`config.mk`:
```
export PLATFORM = sky130hd
export DESIGN_NAME = conv_sequencer
export DESIGN_NICKNAME = d
export VERILOG_FILES = /design/src/rtl/conv_sequencer.sv
export SDC_FILE = /design/constraint.sdc
export NUM_CORES = 1
export LEC_CHECK = 0
export ABC_AREA = 1
export CAP_MARGIN = 5
export CORE_MARGIN = 2
export CORE_UTILIZATION = 40
export DETAILED_ROUTE_END_ITERATION = 8
export PLACE_DENSITY = 0.53
export SLEW_MARGIN = 20
export SYNTH_ARGS = -nofsm -noshare
export SYNTH_HDL_FRONTEND = slang
export SYNTH_SLANG_ARGS = --single-unit
```
`constraint.sdc`:
```
create_clock -name clk -period 5.2 [get_ports clk]
set_input_delay 1.04 -clock clk [delete_from_list [all_inputs] [get_ports clk]]
set_output_delay 1.04 -clock clk [all_outputs]
set_load 0.02 [all_outputs]
```
`src/rtl/conv_sequencer.sv`:
```
// Sequential N-tap discrete convolver: loads x/h over a valid/ready stream, runs one
// shared multiply-accumulate per clock over all N*N index pairs, then drains 2N-1 results.
module conv_sequencer #(
    parameter int N = 8,
    parameter int W = 4
) (
    input  logic                         clk,
    input  logic                         rst_n,
    input  logic                         in_valid,
    output logic                         in_ready,
    input  logic [W-1:0]                 in_x,
    input  logic [W-1:0]                 in_h,
    output logic                         out_valid,
    input  logic                         out_ready,
    output logic [W-1:0]                 out_data,
    output logic [$clog2(2*N-1)-1:0]     out_idx,
    output logic                         out_last,
    output logic                         busy
);

    localparam int R     = 2 * N - 1;
    localparam int IDX_W = $clog2(R);
    localparam int CW    = $clog2(N);

    localparam logic [1:0] S_LOAD    = 2'd0;
    localparam logic [1:0] S_COMPUTE = 2'd1;
    localparam logic [1:0] S_DRAIN   = 2'd2;

    logic [1:0]       state_reg, state_next;
    logic [CW-1:0]    load_cnt_reg;
    logic [CW-1:0]    i_reg, j_reg;
    logic [W-1:0]     x_reg   [N];
    logic [W-1:0]     h_reg   [N];
    logic [W-1:0]     acc_reg [R];

    logic             in_ready_reg, out_valid_reg, out_last_reg, busy_reg;
    logic [W-1:0]     data_reg, data_next;
    logic [IDX_W-1:0] idx_reg, idx_next, idx_plus;

    logic             in_accept, out_accept;
    logic             load_done, comp_done, drain_done, j_wrap;
    logic [IDX_W-1:0] addr;
    logic [W-1:0]     x_sel, h_sel, prod_low, acc_sum;

    // in_ready is only ever high in LOAD, so it alone gates input acceptance
    assign in_accept  = in_valid && in_ready_reg;
    assign out_accept = out_valid_reg && out_ready;

    assign load_done  = in_accept && (load_cnt_reg == CW'(N - 1));
    assign j_wrap     = (j_reg == CW'(N - 1));
    assign comp_done  = (state_reg == S_COMPUTE) && j_wrap && (i_reg == CW'(N - 1));
    assign drain_done = out_accept && out_last_reg;

    assign addr     = IDX_W'(i_reg) + IDX_W'(j_reg);
    assign x_sel    = x_reg[i_reg];
    assign h_sel    = h_reg[j_reg];
    // Only the low W bits of the product matter: every accumulation wraps modulo 2^W
    assign prod_low = W'(x_sel * h_sel);
    assign acc_sum  = acc_reg[addr] + prod_low;
    assign idx_plus = idx_reg + IDX_W'(1);

    always_comb begin
        state_next = state_reg;
        case (state_reg)
            S_LOAD:    if (load_done)  state_next = S_COMPUTE;
            S_COMPUTE: if (comp_done)  state_next = S_DRAIN;
            S_DRAIN:   if (drain_done) state_next = S_LOAD;
            default:                   state_next = S_LOAD;
        endcase
    end

    // out_data is registered, so the value for the next index is selected one edge early;
    // on DRAIN entry acc[0] is forwarded from the adder in case it was the final update.
    always_comb begin
        idx_next  = idx_reg;
        data_next = data_reg;
        if (comp_done) begin
            idx_next  = '0;
            data_next = (addr == '0) ? acc_sum : acc_reg[0];
        end else if ((state_reg == S_DRAIN) && out_accept) begin
            if (drain_done) begin
                idx_next  = '0;
                data_next = '0;
            end else begin
                idx_next  = idx_plus;
                data_next = acc_reg[idx_plus];
            end
        end
    end

    always_ff @(posedge clk or negedge rst_n) begin
        if (!rst_n) begin
            state_reg     <= S_LOAD;
            load_cnt_reg  <= '0;
            i_reg         <= '0;
            j_reg         <= '0;
            in_ready_reg  <= 1'b0;
            out_valid_reg <= 1'b0;
            out_last_reg  <= 1'b0;
            busy_reg      <= 1'b0;
            data_reg      <= '0;
            idx_reg       <= '0;
            for (int k = 0; k < N; k++) begin
                x_reg[k] <= '0;
                h_reg[k] <= '0;
            end
            for (int k = 0; k < R; k++) begin
                acc_reg[k] <= '0;
            end
        end else begin
            state_reg     <= state_next;
            in_ready_reg  <= (state_next == S_LOAD);
            busy_reg      <= (state_next != S_LOAD);
            out_valid_reg <= (state_next == S_DRAIN);
            out_last_reg  <= (state_next == S_DRAIN) && (idx_next == IDX_W'(R - 1));
            data_reg      <= data_next;
            idx_reg       <= idx_next;

            if (in_accept) begin
                x_reg[load_cnt_reg] <= in_x;
                h_reg[load_cnt_reg] <= in_h;
                load_cnt_reg        <= load_done ? '0 : load_cnt_reg + CW'(1);
            end

            if (load_done) begin
                for (int k = 0; k < R; k++) begin
                    acc_reg[k] <= '0;
                end
                i_reg <= '0;
                j_reg <= '0;
            end else if (state_reg == S_COMPUTE) begin
                acc_reg[addr] <= acc_sum;
                j_reg         <= j_wrap ? '0 : j_reg + CW'(1);
                if (j_wrap) begin
                    i_reg <= (i_reg == CW'(N - 1)) ? '0 : i_reg + CW'(1);
                end
            end
        end
    end

    assign in_ready  = in_ready_reg;
    assign out_valid = out_valid_reg;
    assign out_data  = data_reg;
    assign out_idx   = idx_reg;
    assign out_last  = out_last_reg;
    assign busy      = busy_reg;

endmodule

```
# Word level (Yosys, flattened, before mapping)
# Cells that the tools add are included.
classes:
  magnitude_cmp: 7
  n_eq_ne: 7
  n_bitwise: 5
  addsub: 6
  reduce_logical: 18
  mux: 40
  multipliers: 1
op_table:
  columns: ["cell", "count"]
  rows:
  - ["two-way mux 60 bit", 2]
  - ["two-way mux 4 bit", 17]
  - ["bitwise mux 32 bit", 2]
  - ["bitwise mux 60 bit", 1]
  - ["binary-select mux 4 bit (select 4 bit)", 2]
  - ["binary-select mux 4 bit (select 3 bit)", 2]
  - ["two-way mux 3 bit", 8]
  - ["demux 4 bit (select 4 bit)", 1]
  - ["demux 4 bit (select 3 bit)", 1]
  - ["greater-or-equal comparator 4 bit, second input constant", 3]
  - ["NOT 3 -> 4 bit", 3]
  - ["greater-or-equal comparator 5 bit, second input constant", 2]
  - ["logical AND 1 bit", 10]
  - ["NOT 4 -> 5 bit", 2]
  - ["adder 3 x 1 -> 3 bit, second input constant", 3]
  - ["== test 3 bit, second input constant", 3]
  - ["nonzero test 2 bit", 4]
  - ["two-way mux 2 bit", 3]
  - ["one-hot mux 2 bit (3 select lines)", 1]
  - ["< comparator 5 x 1 -> 1 bit, second input constant", 1]
  - ["adder 3 x 3 -> 4 bit", 1]
  - ["adder 4 x 1 -> 4 bit, second input constant", 1]
  - ["adder 4 bit", 1]
  - ["== test 2 bit, second input constant", 2]
  - ["7 further kinds", 8]
totals:
  ff_bits: 147
  output_inout_bits: 12
  input_bits: 12
  wordCells: 125

# Logic depth before layout (Yosys ltp)
logic_depth:
  depth_word: 9
  depth_mapped: 26
  depth_no_buf: 25

# Least setup slack after synthesis
# No wires, ideal clock.
synth_path:
  path_kind: "register -> register"
  from: "reg i_reg[0]"
  to: "reg acc_reg[43] in the netlist's numbering"
  slack_ps: 1340
  setup_time_ps: 118
  arrival_ps: 3742
  required_time_ps: 5082
  n_path_buf: 3
  stages_incl_launch_ff: 23
  path_cell_list: "dfrtp_1 > ha_1 > fa_1 > buf_4 > nand2_1 > clkbuf_1 > o21ai_0 > a221oi_1 > o22ai_1 > a221oi_1 > ha_1 > ha_1 > inv_1 > fa_1 > nand3_1 > nand2_1 > nand2_1 > nand2_1 > nand2_4 > nand3_2 > buf_6 > nand3_2 > o21ai_2"
synth_between:
  elab_chain_len: 9
  word_cells_on_any_way: 19
  cone_classes: "2 x add/sub; 1 x mul; 2 x order compare; 11 x mux; 2 x bitwise; 1 x reduce/logical"
synth_rtl:
  columns: ["element", "line_no", "rtl"]
  rows:
  - ["start, declared", "31", "logic [CW-1:0] i_reg, j_reg;"]
  - ["start signal, assigned", "135", "i_reg <= (i_reg == CW'(N - 1)) ? '0 : i_reg + CW'(1);"]
  - ["NOT 3 -> 4 bit (not written as such) / adder 3 x 3 -> 4 bit (equally long branches)", "55, 54", null]
  - ["binary-select mux 4 bit (select 3 bit) / NOT 4 -> 5 bit (equally long branches)", "55, 59, 132", null]
  - ["two-way mux 4 bit (not written as such), or another cell as far along (2 in series)", "55", "assign x_sel = x_reg[i_reg];"]
  - ["multiplier 4 x 4 -> 4 bit, or another cell as far along", "58", "assign prod_low = W'(x_sel * h_sel);"]
  - ["adder 4 bit / demux 4 bit (select 4 bit) (equally long branches)", "59, 132", null]
  - ["bitwise mux 60 bit *", "132", "acc_reg[addr] <= acc_sum;"]
  - ["two-way mux 60 bit *", "131", "end else if (state_reg == S_COMPUTE) begin"]
  - ["two-way mux 60 bit *", "125", "if (load_done) begin"]
  - ["end signal, assigned by index", "132", null]
  - ["end, declared", "34", "logic [W-1:0] acc_reg [R];"]
# Every way passes the cells marked *; elsewhere a longest branch is shown, timed or not. The select of a mux whose other input is x is not followed.
# A chain may end at the register's enable or synchronous reset.

# Worst setup path after layout
layout_path:
  from: "reg j_reg[1]"
  to: "reg acc_reg[35] in the netlist's numbering"
layout_between:
  elab_chain_len: 9
  word_cells_on_any_way: 19
  cone_classes: "2 x add/sub; 1 x mul; 2 x order compare; 11 x mux; 2 x bitwise; 1 x reduce/logical"
layout_rtl:
  columns: ["element", "line_no", "rtl"]
  rows:
  - ["start, declared", "31", null]
  - ["start signal, assigned", "133", "j_reg <= j_wrap ? '0 : j_reg + CW'(1);"]
  - ["NOT 3 -> 4 bit (not written as such) / adder 3 x 3 -> 4 bit (equally long branches)", "56, 54", null]
  - ["binary-select mux 4 bit (select 3 bit) / NOT 4 -> 5 bit (equally long branches)", "56, 59, 132", null]
  - ["two-way mux 4 bit (not written as such), or another cell as far along (2 in series)", "56", "assign h_sel = h_reg[j_reg];"]
  - ["multiplier 4 x 4 -> 4 bit, or another cell as far along", "58", null]
  - ["adder 4 bit / demux 4 bit (select 4 bit) (equally long branches)", "59, 132", null]
  - ["bitwise mux 60 bit *", "132", null]
  - ["two-way mux 60 bit *", "131", null]
  - ["two-way mux 60 bit *", "125", null]
# Marked as above.

==> results.md <==
Timing
* 0 ps — sum of negative setup slack
* 0 — final count of pins violating max slew
* 0.214 GHz — maximum operating frequency
* 0.900 — period utilization
* no — setup repair after global routing missed its margin
* 1110 ps — worst-margin pin slew
* 0.254 — relative slew slack
* 0 — Final setup viols
* 13.5 ps — Layout Skew
* 519 ps — PnR worst setup slack
* 0 — final hold violations
* 4680 ps — final critical-path required period

Finish
* 60 — max FFs per register
* 1107 — nets
* 11.7% — area growth from synthesis to final layout
* 0.0845 — ratio of cells with drive above 1 in the final layout
* 0 — number of diodes

Logic synthesis
* 147 — flip-flop and latch count after synthesis
* 7.70 sq um — Synth Area per Inst
* 39 — Unique masters post-synth
* dfrtp_1 (45%), nand2_1 (12%), o21ai_0 (8.4%) — dominant cells by area after synthesis
* 0 — number of synthesized flops with an enable pin
* nand2_1 (261), inv_1 (158), dfrtp_1 (147), o21ai_0 (138), nand3_1 (83) — most frequent cells after synthesis
* 0.449 — share of the yosys chip area belonging to registers
* dfrtp_1 — top_reg_cell synth
* 0.449 — Synth top area share
* 0.00819 sq mm — Mapped Area
* 1064 — synthesized instance count
* dfrtp_1 — largest area contributor in the synthesized netlist
* 0 — yosys synthesis warning count
* 1.00 — Async S/R FF share, synth
* nand2_1 — most instantiated library cell after synthesis
* 1095 — synthesized net count

Routing
* 7122 — number of vias after detailed routing
* 611 — count of routing violations after the opening detailed-route iteration
* 5 — detailed-routing iteration count for the pre-antenna-repair pass
* 17.4 um — routed length per instance
* 23700 um — wire length reported by the detailed router
* 5.24 — Via-to-Cell Ratio
* 0 — Final ANT Viol Nets
* 0 — remaining routing DRC violations

Clock network
* 440 ps — clock latency at the later pin of the worst-skew pair
* 0 — PostCTS Resize Cnt
* 0 — hold buffer count at cts
* 60 ps — clock transition at the registers of the reported paths
* 147 — Sinks on Clock Net
* 0 — setup repair bufs after CTS
* clkbuf_16 — clock tree root driver cell
* 4 — deepest level of the CTS H-tree
* 17 — number of CTS-inserted buffers
* 2 — number of buffers between clock root and the deepest sink
* built — CTS tree

Setup path
* 5510 ps — critical path data required time
* fa_1 — Critical Path Slowest Stage Cell
* flop — critical path endpoint category
* 14 — crit path max fanout
* flop to flop — crit path kind
* 1 — buffering stage count on the worst path with inverters included
* flop — type of origin of the critical path
* fa_1 > nand2_1 > o22ai_1 > a221oi_1 > nor2_1 > a21oi_1 > o221ai_1 > ha_1 > ha_1 > inv_1 > fa_1 > nand3_1 > nand2_1 > nand2_1 > nand2_1 > nand2_4 > nand3_2 > nand3_1 > o21ai_0 — list of cells traversed by the critical path
* simple AND/OR/NAND/NOR gates — kind of cell adding the most delay to the critical path
* 4990 ps — Worst Path Arrival
* nand2_1 — cell with the most instances on the worst path
* 690 ps — maximum single-stage delay on the critical path

Global routing
* 0 — GRT overflow
* 0.225 — global-route usage over all layers
* 37500 um — global-route wire length before repair
* 6738 — via count of the first global-routing pass
* 0 — number of antenna violations at the first check in global routing
* 88 — largest net degree at the start of global routing

Placement
* 0.907 — final weighted congestion of routability-driven global placement
* 23 — number of buffers inserted by port buffering
* 576 ps — worst setup timing slack at the placement stage
* 16400 um — detailed-placement wirelength estimate

Floorplan
* 0.0216 sq mm — area enclosed by the die boundary
* 147 um — Vert. Die Dim
* 0.0202 sq mm — floorplan core area
* 147 um — Die Span X
* 24 — top-level port count
* 52 — Rows
* 0.406 — Initial Util

Run status
* finished clean — status

Job
* 0 — number of violations of the max-capacitance limit

Hold path
* flop to flop — class of the tightest hold or removal check

-- routing by layer --
| metal | wire, um | GRT usage | up-vias |
|---|---|---|---|
| li1 | - | - | 3513 |
| met1 | 10600 | 0.301 | 3357 |
| met2 | 11300 | 0.369 | 204 |
| met3 | 1180 | 0.0435 | 48 |
| met4 | 633 | 0.0736 | 0 |
| met5 | 0 | 0 | - |
-- cells by family (layout without fill, tap and decap cells) --
family,after synthesis,count (layout),synth area share
AND/OR/NAND/NOR,433,433,0.235
XOR/XNOR,4,4,0.00520
flip-flops,147,147,0.449
adder cells (fa/ha/maj),19,19,0.0318
buffers and inverters,212,237,0.107
AO/OA/AOI/OAI,249,249,0.171
-- final timing paths --
path / from / slack, ps / endpoint / depth (start not counted)
min reg2reg: h_reg[6] / 480 / h_reg[6] / 2
min: h_reg[6] / 480 / h_reg[6] / 2
max in group asynchronous: rst_n / 3520 / x_reg[29] / 2
min in group asynchronous: rst_n / 670 / acc_reg[46] / 1
max reg2reg: j_reg[1] / 520 / acc_reg[35] / 19
max: j_reg[1] / 520 / acc_reg[35] / 19
-- final cells by class --
class	instances	area [sq um]
inverters	174	663
flip-flops and latches	147	3680
repair buffers	31	292
clock buffers	20	447
well taps	270	338
clock inverters	12	98.8
fillers	2084	11000
multi-input cells	705	3630
-- tightest hold or removal path: stages, from the launching register on --
cell	delay, ps
dfrtp_1	340
nand2_1	50
o21ai_0	60
-- through the flow --
step | util | cell area, sq um | instances | hold slack, ps
2_1_floorplan | - | 8190 | 1064 | 453
6_report | 0.454 | 9150 | 1359 | 481
3_3_place_gp | 0.426 | 8600 | 1327 | 466
4_1_cts | 0.454 | 9150 | 1359 | 488
5_1_grt | 0.454 | 9150 | 1359 | 496
3_5_place_dp | 0.426 | 8600 | 1327 | 473
-- cells in the final DEF, fill, tap and decap left out, drive strengths merged --
cell | Yosys | routed
nand2 | 271 | 271
inv | 173 | 178
dfrtp | 147 | 147
o21ai | 143 | 143
nand3 | 96 | 96
nor2 | 58 | 58
o22ai | 38 | 38
a21oi | 37 | 37
clkdlybuf4s50 | 0 | 22
clkbuf | 23 | 20
ha | 16 | 16
o211ai | 9 | 9
buf | 15 | 9
o221ai | 8 | 8
a221oi | 6 | 6
nand4 | 5 | 5
clkinvlp | 0 | 4
clkinv | 1 | 4
a22oi | 3 | 3
a31oi | 3 | 3
fa | 3 | 3
xnor2 | 3 | 3
o2111ai | 2 | 2
xor2 | 1 | 1
nor4b | 1 | 1
or2 | 1 | 1
nand3b | 1 | 1
Power is left out: the tool's default activity adds up to more than one toggle a clock period on the data nets, which glitch-free logic cannot reach.
